--- src/rtl/sar_search_if.sv ---
// Comparator-side link of the SAR search controller: candidate A out, verdict back.
// The controller is the master; the comparator (or a model of it) is the slave.

// Handshake: guess is stable while guess_valid=1. Every cycle with
// guess_valid=1 and resp_valid=1 consumes the current guess, and
// resp_lt/resp_eq/resp_gt are meaningful only in that cycle. There is no
// separate ready: the controller is always ready for a verdict in QUERY.
interface sar_search_if #(
  parameter int WIDTH = 8
);
  logic [WIDTH-1:0] guess;
  logic             guess_valid;
  logic             resp_valid;
  logic             resp_lt;
  logic             resp_eq;
  logic             resp_gt;

  modport master (
    output guess,
    output guess_valid,
    input  resp_valid,
    input  resp_lt,
    input  resp_eq,
    input  resp_gt
  );

  modport slave (
    input  guess,
    input  guess_valid,
    output resp_valid,
    output resp_lt,
    output resp_eq,
    output resp_gt
  );
endinterface

--- src/rtl/sar_search_controller.sv ---
// Binary-search controller for an external magnitude comparator (guess = A, target = B).
// Optional macro SAR_SEARCH_STEP_COUNT_EN adds the `steps` transaction counter output.

module sar_search_controller #(
  parameter int WIDTH = 8
) (
  input  logic                        clk,
  input  logic                        rst_n,
  input  logic                        start,
  sar_search_if.master                cmp,
  output logic                        busy,
  output logic                        done,
  output logic                        found,
  output logic                        error,
  output logic [WIDTH-1:0]            result,
`ifdef SAR_SEARCH_STEP_COUNT_EN
  output logic [$clog2(WIDTH+2)-1:0]  steps,
`endif
  output logic [1:0]                  dbg_state
);

  typedef enum logic [1:0] {
    S_IDLE  = 2'd0,
    S_QUERY = 2'd1,
    S_DONE  = 2'd2
  } state_t;

  // Bounds carry one extra bit so lo = 2^WIDTH (search passed the top) is visible.
  localparam logic [WIDTH:0] BOUND_ONE = (WIDTH + 1)'(1);
  localparam logic [WIDTH:0] BOUND_MAX = {1'b0, {WIDTH{1'b1}}};

  state_t           state_q;
  state_t           state_d;
  logic [WIDTH:0]   lo_q;
  logic [WIDTH:0]   lo_d;
  logic [WIDTH:0]   hi_q;
  logic [WIDTH:0]   hi_d;
  logic [WIDTH-1:0] guess_q;
  logic [WIDTH-1:0] guess_d;
  logic [WIDTH-1:0] result_q;
  logic [WIDTH-1:0] result_d;
  logic             found_q;
  logic             found_d;
  logic             error_q;
  logic             error_d;

  logic             txn;
  logic             verdict_ok;
  logic [WIDTH:0]   lo_inc;
  logic [WIDTH:0]   hi_dec;

  function automatic logic [WIDTH-1:0] midpoint(input logic [WIDTH:0] l,
                                                input logic [WIDTH:0] h);
    logic [WIDTH:0] sum;
    sum = l + ((h - l) >> 1);
    return sum[WIDTH-1:0];
  endfunction

  assign txn        = (state_q == S_QUERY) && cmp.resp_valid;
  assign verdict_ok = $onehot({cmp.resp_lt, cmp.resp_eq, cmp.resp_gt});
  assign lo_inc     = {1'b0, guess_q} + BOUND_ONE;
  assign hi_dec     = {1'b0, guess_q} - BOUND_ONE;

  // State register
  always_ff @(posedge clk) begin
    if (!rst_n) begin
      state_q <= S_IDLE;
    end else begin
      state_q <= state_d;
    end
  end

  // Next-state and next search-window logic
  always_comb begin
    state_d  = state_q;
    lo_d     = lo_q;
    hi_d     = hi_q;
    guess_d  = guess_q;
    result_d = result_q;
    found_d  = found_q;
    error_d  = error_q;

    case (state_q)
      S_IDLE: begin
        if (start) begin
          state_d  = S_QUERY;
          lo_d     = '0;
          hi_d     = BOUND_MAX;
          guess_d  = midpoint('0, BOUND_MAX);
          result_d = '0;
          found_d  = 1'b0;
          error_d  = 1'b0;
        end
      end

      S_QUERY: begin
        if (txn) begin
          if (!verdict_ok) begin
            error_d = 1'b1;
            found_d = 1'b0;
            state_d = S_DONE;
          end else if (cmp.resp_eq) begin
            result_d = guess_q;
            found_d  = 1'b1;
            state_d  = S_DONE;
          end else if (cmp.resp_lt) begin
            lo_d = lo_inc;
            if (lo_inc > hi_q) begin
              state_d = S_DONE;
            end else begin
              guess_d = midpoint(lo_inc, hi_q);
            end
          end else begin
            // Guess above target: a zero guess means nothing smaller is left.
            if (guess_q == '0) begin
              state_d = S_DONE;
            end else begin
              hi_d = hi_dec;
              if (lo_q > hi_dec) begin
                state_d = S_DONE;
              end else begin
                guess_d = midpoint(lo_q, hi_dec);
              end
            end
          end
        end
      end

      S_DONE: begin
        state_d = S_IDLE;
      end

      default: begin
        state_d = S_IDLE;
      end
    endcase
  end

  always_ff @(posedge clk) begin
    if (!rst_n) begin
      lo_q     <= '0;
      hi_q     <= '0;
      guess_q  <= '0;
      result_q <= '0;
      found_q  <= 1'b0;
      error_q  <= 1'b0;
    end else begin
      lo_q     <= lo_d;
      hi_q     <= hi_d;
      guess_q  <= guess_d;
      result_q <= result_d;
      found_q  <= found_d;
      error_q  <= error_d;
    end
  end

  // Outputs are decoded from registered state only.
  always_comb begin
    cmp.guess       = guess_q;
    cmp.guess_valid = (state_q == S_QUERY);
    busy            = (state_q == S_QUERY);
    done            = (state_q == S_DONE);
    found           = found_q;
    error           = error_q;
    result          = result_q;
    dbg_state       = state_q;
  end

`ifdef SAR_SEARCH_STEP_COUNT_EN
  localparam int STEP_W = $clog2(WIDTH + 2);

  logic [STEP_W-1:0] steps_q;

  always_ff @(posedge clk) begin
    if (!rst_n) begin
      steps_q <= '0;
    end else if ((state_q == S_IDLE) && start) begin
      steps_q <= '0;
    end else if (txn) begin
      steps_q <= steps_q + STEP_W'(1);
    end
  end

  assign steps = steps_q;
`endif

endmodule

--- src/flat_wrapper.sv ---
// flat-port wrapper written by rule: the top's interface ports become plain ports
module sar_search_controller_flat 
#(
  parameter int WIDTH = 8
)
  (clk, rst_n, start, busy, done, found, error, result, dbg_state, cmp_guess, cmp_guess_valid, cmp_resp_valid, cmp_resp_lt, cmp_resp_eq, cmp_resp_gt);
  sar_search_if #(.WIDTH(WIDTH)) cmp_i ();
  input  logic clk;
  input  logic rst_n;
  input  logic start;
  output logic busy;
  output logic done;
  output logic found;
  output logic error;
  output logic [WIDTH-1:0] result;
  output logic [1:0] dbg_state;
  output wire logic [$bits(cmp_i.guess)-1:0] cmp_guess;
  output wire logic [$bits(cmp_i.guess_valid)-1:0] cmp_guess_valid;
  input wire logic [$bits(cmp_i.resp_valid)-1:0] cmp_resp_valid;
  input wire logic [$bits(cmp_i.resp_lt)-1:0] cmp_resp_lt;
  input wire logic [$bits(cmp_i.resp_eq)-1:0] cmp_resp_eq;
  input wire logic [$bits(cmp_i.resp_gt)-1:0] cmp_resp_gt;
  assign cmp_guess = cmp_i.guess;
  assign cmp_guess_valid = cmp_i.guess_valid;
  assign cmp_i.resp_valid = cmp_resp_valid;
  assign cmp_i.resp_lt = cmp_resp_lt;
  assign cmp_i.resp_eq = cmp_resp_eq;
  assign cmp_i.resp_gt = cmp_resp_gt;
  sar_search_controller #(.WIDTH(WIDTH)) u_core (.clk(clk), .rst_n(rst_n), .start(start), .cmp(cmp_i), .busy(busy), .done(done), .found(found), .error(error), .result(result), .dbg_state(dbg_state));
endmodule
--- config.mk ---
export PLATFORM = sky130hd
export DESIGN_NAME = sar_search_controller_flat
export DESIGN_NICKNAME = d
export VERILOG_FILES = /design/src/rtl/sar_search_if.sv /design/src/rtl/sar_search_controller.sv /design/src/flat_wrapper.sv
export SDC_FILE = /design/constraint.sdc
export NUM_CORES = 1
export LEC_CHECK = 0
export ABC_AREA = 0
export BUFFER_PORTS_ARGS = -buffer_cell sky130_fd_sc_hd__buf_4
export CAP_MARGIN = 10
export CORE_UTILIZATION = 50
export CTS_BUF_LIST = sky130_fd_sc_hd__clkbuf_4 sky130_fd_sc_hd__clkbuf_8
export DETAILED_ROUTE_END_ITERATION = 8
export PLACE_DENSITY_LB_ADDON = 0.3
export SLEW_MARGIN = 20
export SYNTH_ARGS = -nofsm -noshare
export SYNTH_HDL_FRONTEND = slang
export SYNTH_SLANG_ARGS = --single-unit
--- constraint.sdc ---
create_clock -name clk -period 4.6 [get_ports clk]
set_input_delay 0.46 -clock clk [delete_from_list [all_inputs] [get_ports clk]]
set_output_delay 0.46 -clock clk [all_outputs]
set_load 0.1 [all_outputs]
==> flow_metrics.tcl <==
set metrics [dict create \
    outcome "finished clean" \
    critical_path.max_stage_delay_ns 0.58 \
    max-vdd-ir-drop_uv 277.9 \
    fmax_ghz 0.2364 \
    grt_usage_pct 25.64 \
    first_iter_violations 214 \
    top_layer "met4" \
    start_kind "flip-flop" \
    cts_setup_buffers 0 \
    numCtsBuffers 5 \
    cts_buffer_depth 2 \
    nNetsFinal 453 \
    required_ns 4.83 \
    grt_pass1_wl_um 12870 \
    synth-edff-count 0 \
    synth_fp_nets 432 \
    max_slew_margin_pct 38.08 \
    syn_area_per_cell_um2 8.120 \
    cp_max_fo 11 \
    cts_hold_buf 0 \
    gp_congestion 0.8797 \
    cts.clk_slew.worst_paths_ns 0.09 \
    antenna_found_initial 0 \
    grt_max_degree 25 \
    cp_slowest_cell "dfxtp_1" \
    die_h_um 81.38 \
    synth_compound_area_share_pct 22.60 \
    intPower_uw 884.5 \
    timing.final.hold_violations 0 \
    criticalPathCategory "flip-flop to flip-flop" \
    totalNegativeSetupSlack_ns 0 \
    skew_ns 0.009244 \
    drt-vias-per-instance 5.808 \
    period_needed_ns 4.230 \
    yosys-top-cells-area "dfxtp_1, ha_1, xnor2_1, nor2_1, a21oi_1" \
    rsz0062_at_grt "false" \
    end_kind "flip-flop" \
    finalSetupViolations 0 \
    pin_count 30 \
    arrival_ns 4.46 \
    yosysMostFrequentCell "nor2_1" \
    maxCapViolCount 0 \
    synth_fa_ha_area_share_pct 16.88 \
    grt_pass1_vias 2601 \
    synth_top_family_by_area "compound AO/OA/AOI/OAI gates" \
    port-buffer-count 29 \
    synthXorXnorAreaFrac_pct 12.23 \
    insertedDiodeCount 0 \
    syn2layout_area_growth_pct 11.44 \
    finalNonFillerCells 485 \
    pwr-share-comb_pct 58.7 \
    synth.top_cell.area_share_pct 24.15 \
    synthFlopType "dfxtp_1" \
    p_per_area_nw_per_um2 467.2 \
    p_leak_nw 1.461 \
    synth_cell_types 51 \
    cts_max_level 2 \
    worst_pin_slew_ns 0.9217 \
    synth_top_area_cell "dfxtp_1" \
    drt-met1-wl_um 3553 \
    synth_cells 388 \
    initial_utilization_pct 52.59 \
    synth_common_cells "nor2_1, dfxtp_1, ha_1" \
    slew_violations 0 \
    syn_area_um2 3151 \
    first_pass_iters 4 \
    grt_overflow 0 \
    ant_nets 0 \
    nFillCells 522 \
    dieWidth_um 81.38 \
    cts_resized 0 \
    synthMuxAreaShare_pct 0.9929 \
    hp-class "input pin to flip-flop" \
    fin_crit_sh_pct 91.96 \
    synth_warnings 0 \
    coreArea_um2 5991 \
    wl_met2_um 3511 \
    dp_hpwl_um 5844 \
    sw_frac_of_total_pct 46.08 \
    dp_cells 477 \
    cts_sinks 38 \
    p_switching_uw 755.9 \
    synth-simple-area-share_pct 16.64 \
    cp_cell_sequence "inv_1, ha_1, inv_1, ha_1, nand2_1, o21ai_0, xnor2_1, ha_1, nor2b_1, nor2_1, a21oi_1, o22ai_1, and2_1, o41ai_1, xor2_1, a21oi_1, a21oi_1" \
    ys_ff_latch 38 \
    holdPathStages 3 \
    route.met3.wl_um 583 \
    cts_tree "built" \
    async_flop_share_pct 0 \
    drive_gt1_share_pct 13.90 \
    synth_seq_area_share_pct 24.15 \
    insertion_delay_ns 0.30 \
    dr_total_vias 2817 \
    row_count 28 \
    wl_um 7755 \
    cts_root_buf "clkbuf_8" \
    seqPwrFrac_pct 23.3 \
    reg2reg_slack_ns 0.37 \
    drc 0 \
    worstRegToRegCells 17 \
    routedWlPerCell_um 15.99 \
    dieArea_um2 6623 \
    clkPwrFrac_pct 17.9 \
]
## power groups by stage
stage	Clock, mW	Combinational, mW	Sequential (mW)
2_1_floorplan	0	0.684	0.451
3_3_place_gp	0	0.927	0.388
3_5_place_dp	0	0.936	0.390
4_1_cts	0.299	0.951	0.382
5_1_grt	0.313	1.06	0.387
6_report	0.294	0.963	0.383
## worst max-delay path: cells and delay by family (launching register included)
family / cells / cell delay [ns]
compound gates: 6 / 1.24
fa+ha+maj: 3 / 1.12
flops: 1 / 0.58
simple gates: 4 / 0.48
xor+xnor: 2 / 0.37
buf+inv: 2 / 0.36
## flip-flops by register name, indices dropped and copies added, names as in the netlist
signal and count:
u_core.cmp.guess 8, u_core.dbg_state 2, u_core.error 1, u_core.found 1, u_core.hi_q 9, u_core.lo_q 9
u_core.result 8
## cells in the final DEF, fill, tap and decap left out, types with 2 or more instances in the layout
cell / netlist / routed
xor2_1: 9 / 9
nand2b_1: 7 / 7
o21ai_1: 5 / 5
nand2_1: 28 / 28
o21bai_1: 2 / 2
nor2_1: 45 / 45
xnor2_1: 30 / 30
a2111oi_1: 3 / 3
nor3_1: 14 / 13
and2_1: 2 / 2
nor2b_1: 5 / 5
nor4_1: 3 / 3
dfxtp_1: 38 / 38
a22oi_1: 15 / 15
o41ai_1: 2 / 2
fa_1: 5 / 5
clkbuf_8: 0 / 5
nand3_1: 6 / 6
o221a_2: 8 / 8
inv_1: 31 / 31
ha_1: 32 / 32
clkinvlp_4: 0 / 2
buf_4: 3 / 31
mux2i_1: 2 / 2
o22ai_1: 5 / 5
maj3_1: 2 / 2
a211oi_1: 3 / 3
a21boi_1: 2 / 2
o21ai_0: 11 / 11
o21a_1: 2 / 2
a21o_1: 5 / 5
a21oi_1: 31 / 31
## through the flow
stage / power [mW] / hold slack [ns] / worst slack, ns / instance area, um2 / util, %
after floorplan: 1.134 / 0.4363 / 0.2482 / 3151 / -
after global placement: 1.315 / 0.4470 / 0.5417 / 3392 / 56.62
after detailed placement: 1.325 / 0.4597 / 0.4465 / 3397 / 56.70
after CTS: 1.632 / 0.4364 / 0.3670 / 3511 / 58.60
after global routing: 1.757 / 0.4746 / 0.01440 / 3511 / 58.60
final: 1.640 / 0.4382 / 0.3699 / 3511 / 58.60
## path summary, 6_finish.rpt
| kind | start | endpoint |
|---|---|---|
| setup / recovery | u_core.cmp.guess[0] | u_core.cmp.guess[6] |
| hold / removal | cmp_resp_eq | u_core.found |
| setup reg to reg | u_core.cmp.guess[0] | u_core.cmp.guess[6] |
| hold reg to reg | u_core.lo_q[8] | u_core.lo_q[8] |
## metal layers
metal  up-vias  GRT usage [%]
met4         0          8.036
li1       1398              -
met1      1314          36.32
met2        94          39.75
met3        11          3.483
met5         -              0
## layout make-up
class | instances | area, um2 | area share (%)
clock buffer | 5 | 68.82 | 1.960
clock inverter | 3 | 45.04 | 1.283
inverter | 32 | 120.1 | 3.421
multi-input combinational | 301 | 2190 | 62.37
sequential | 38 | 760.7 | 21.67
tap | 75 | 93.84 | 2.673
timing repair buffer | 31 | 232.7 | 6.629
## cells by family (layout without fill, tap and decap cells)
kind of cell,after synthesis,count (layout)
flops,38,38
xor+xnor,41,41
fa+ha+maj,40,40
mux,3,3
simple gates,114,114
compound gates,103,103
buf+inv,49,71
Note: power is estimated with default switching activity, not from simulation.
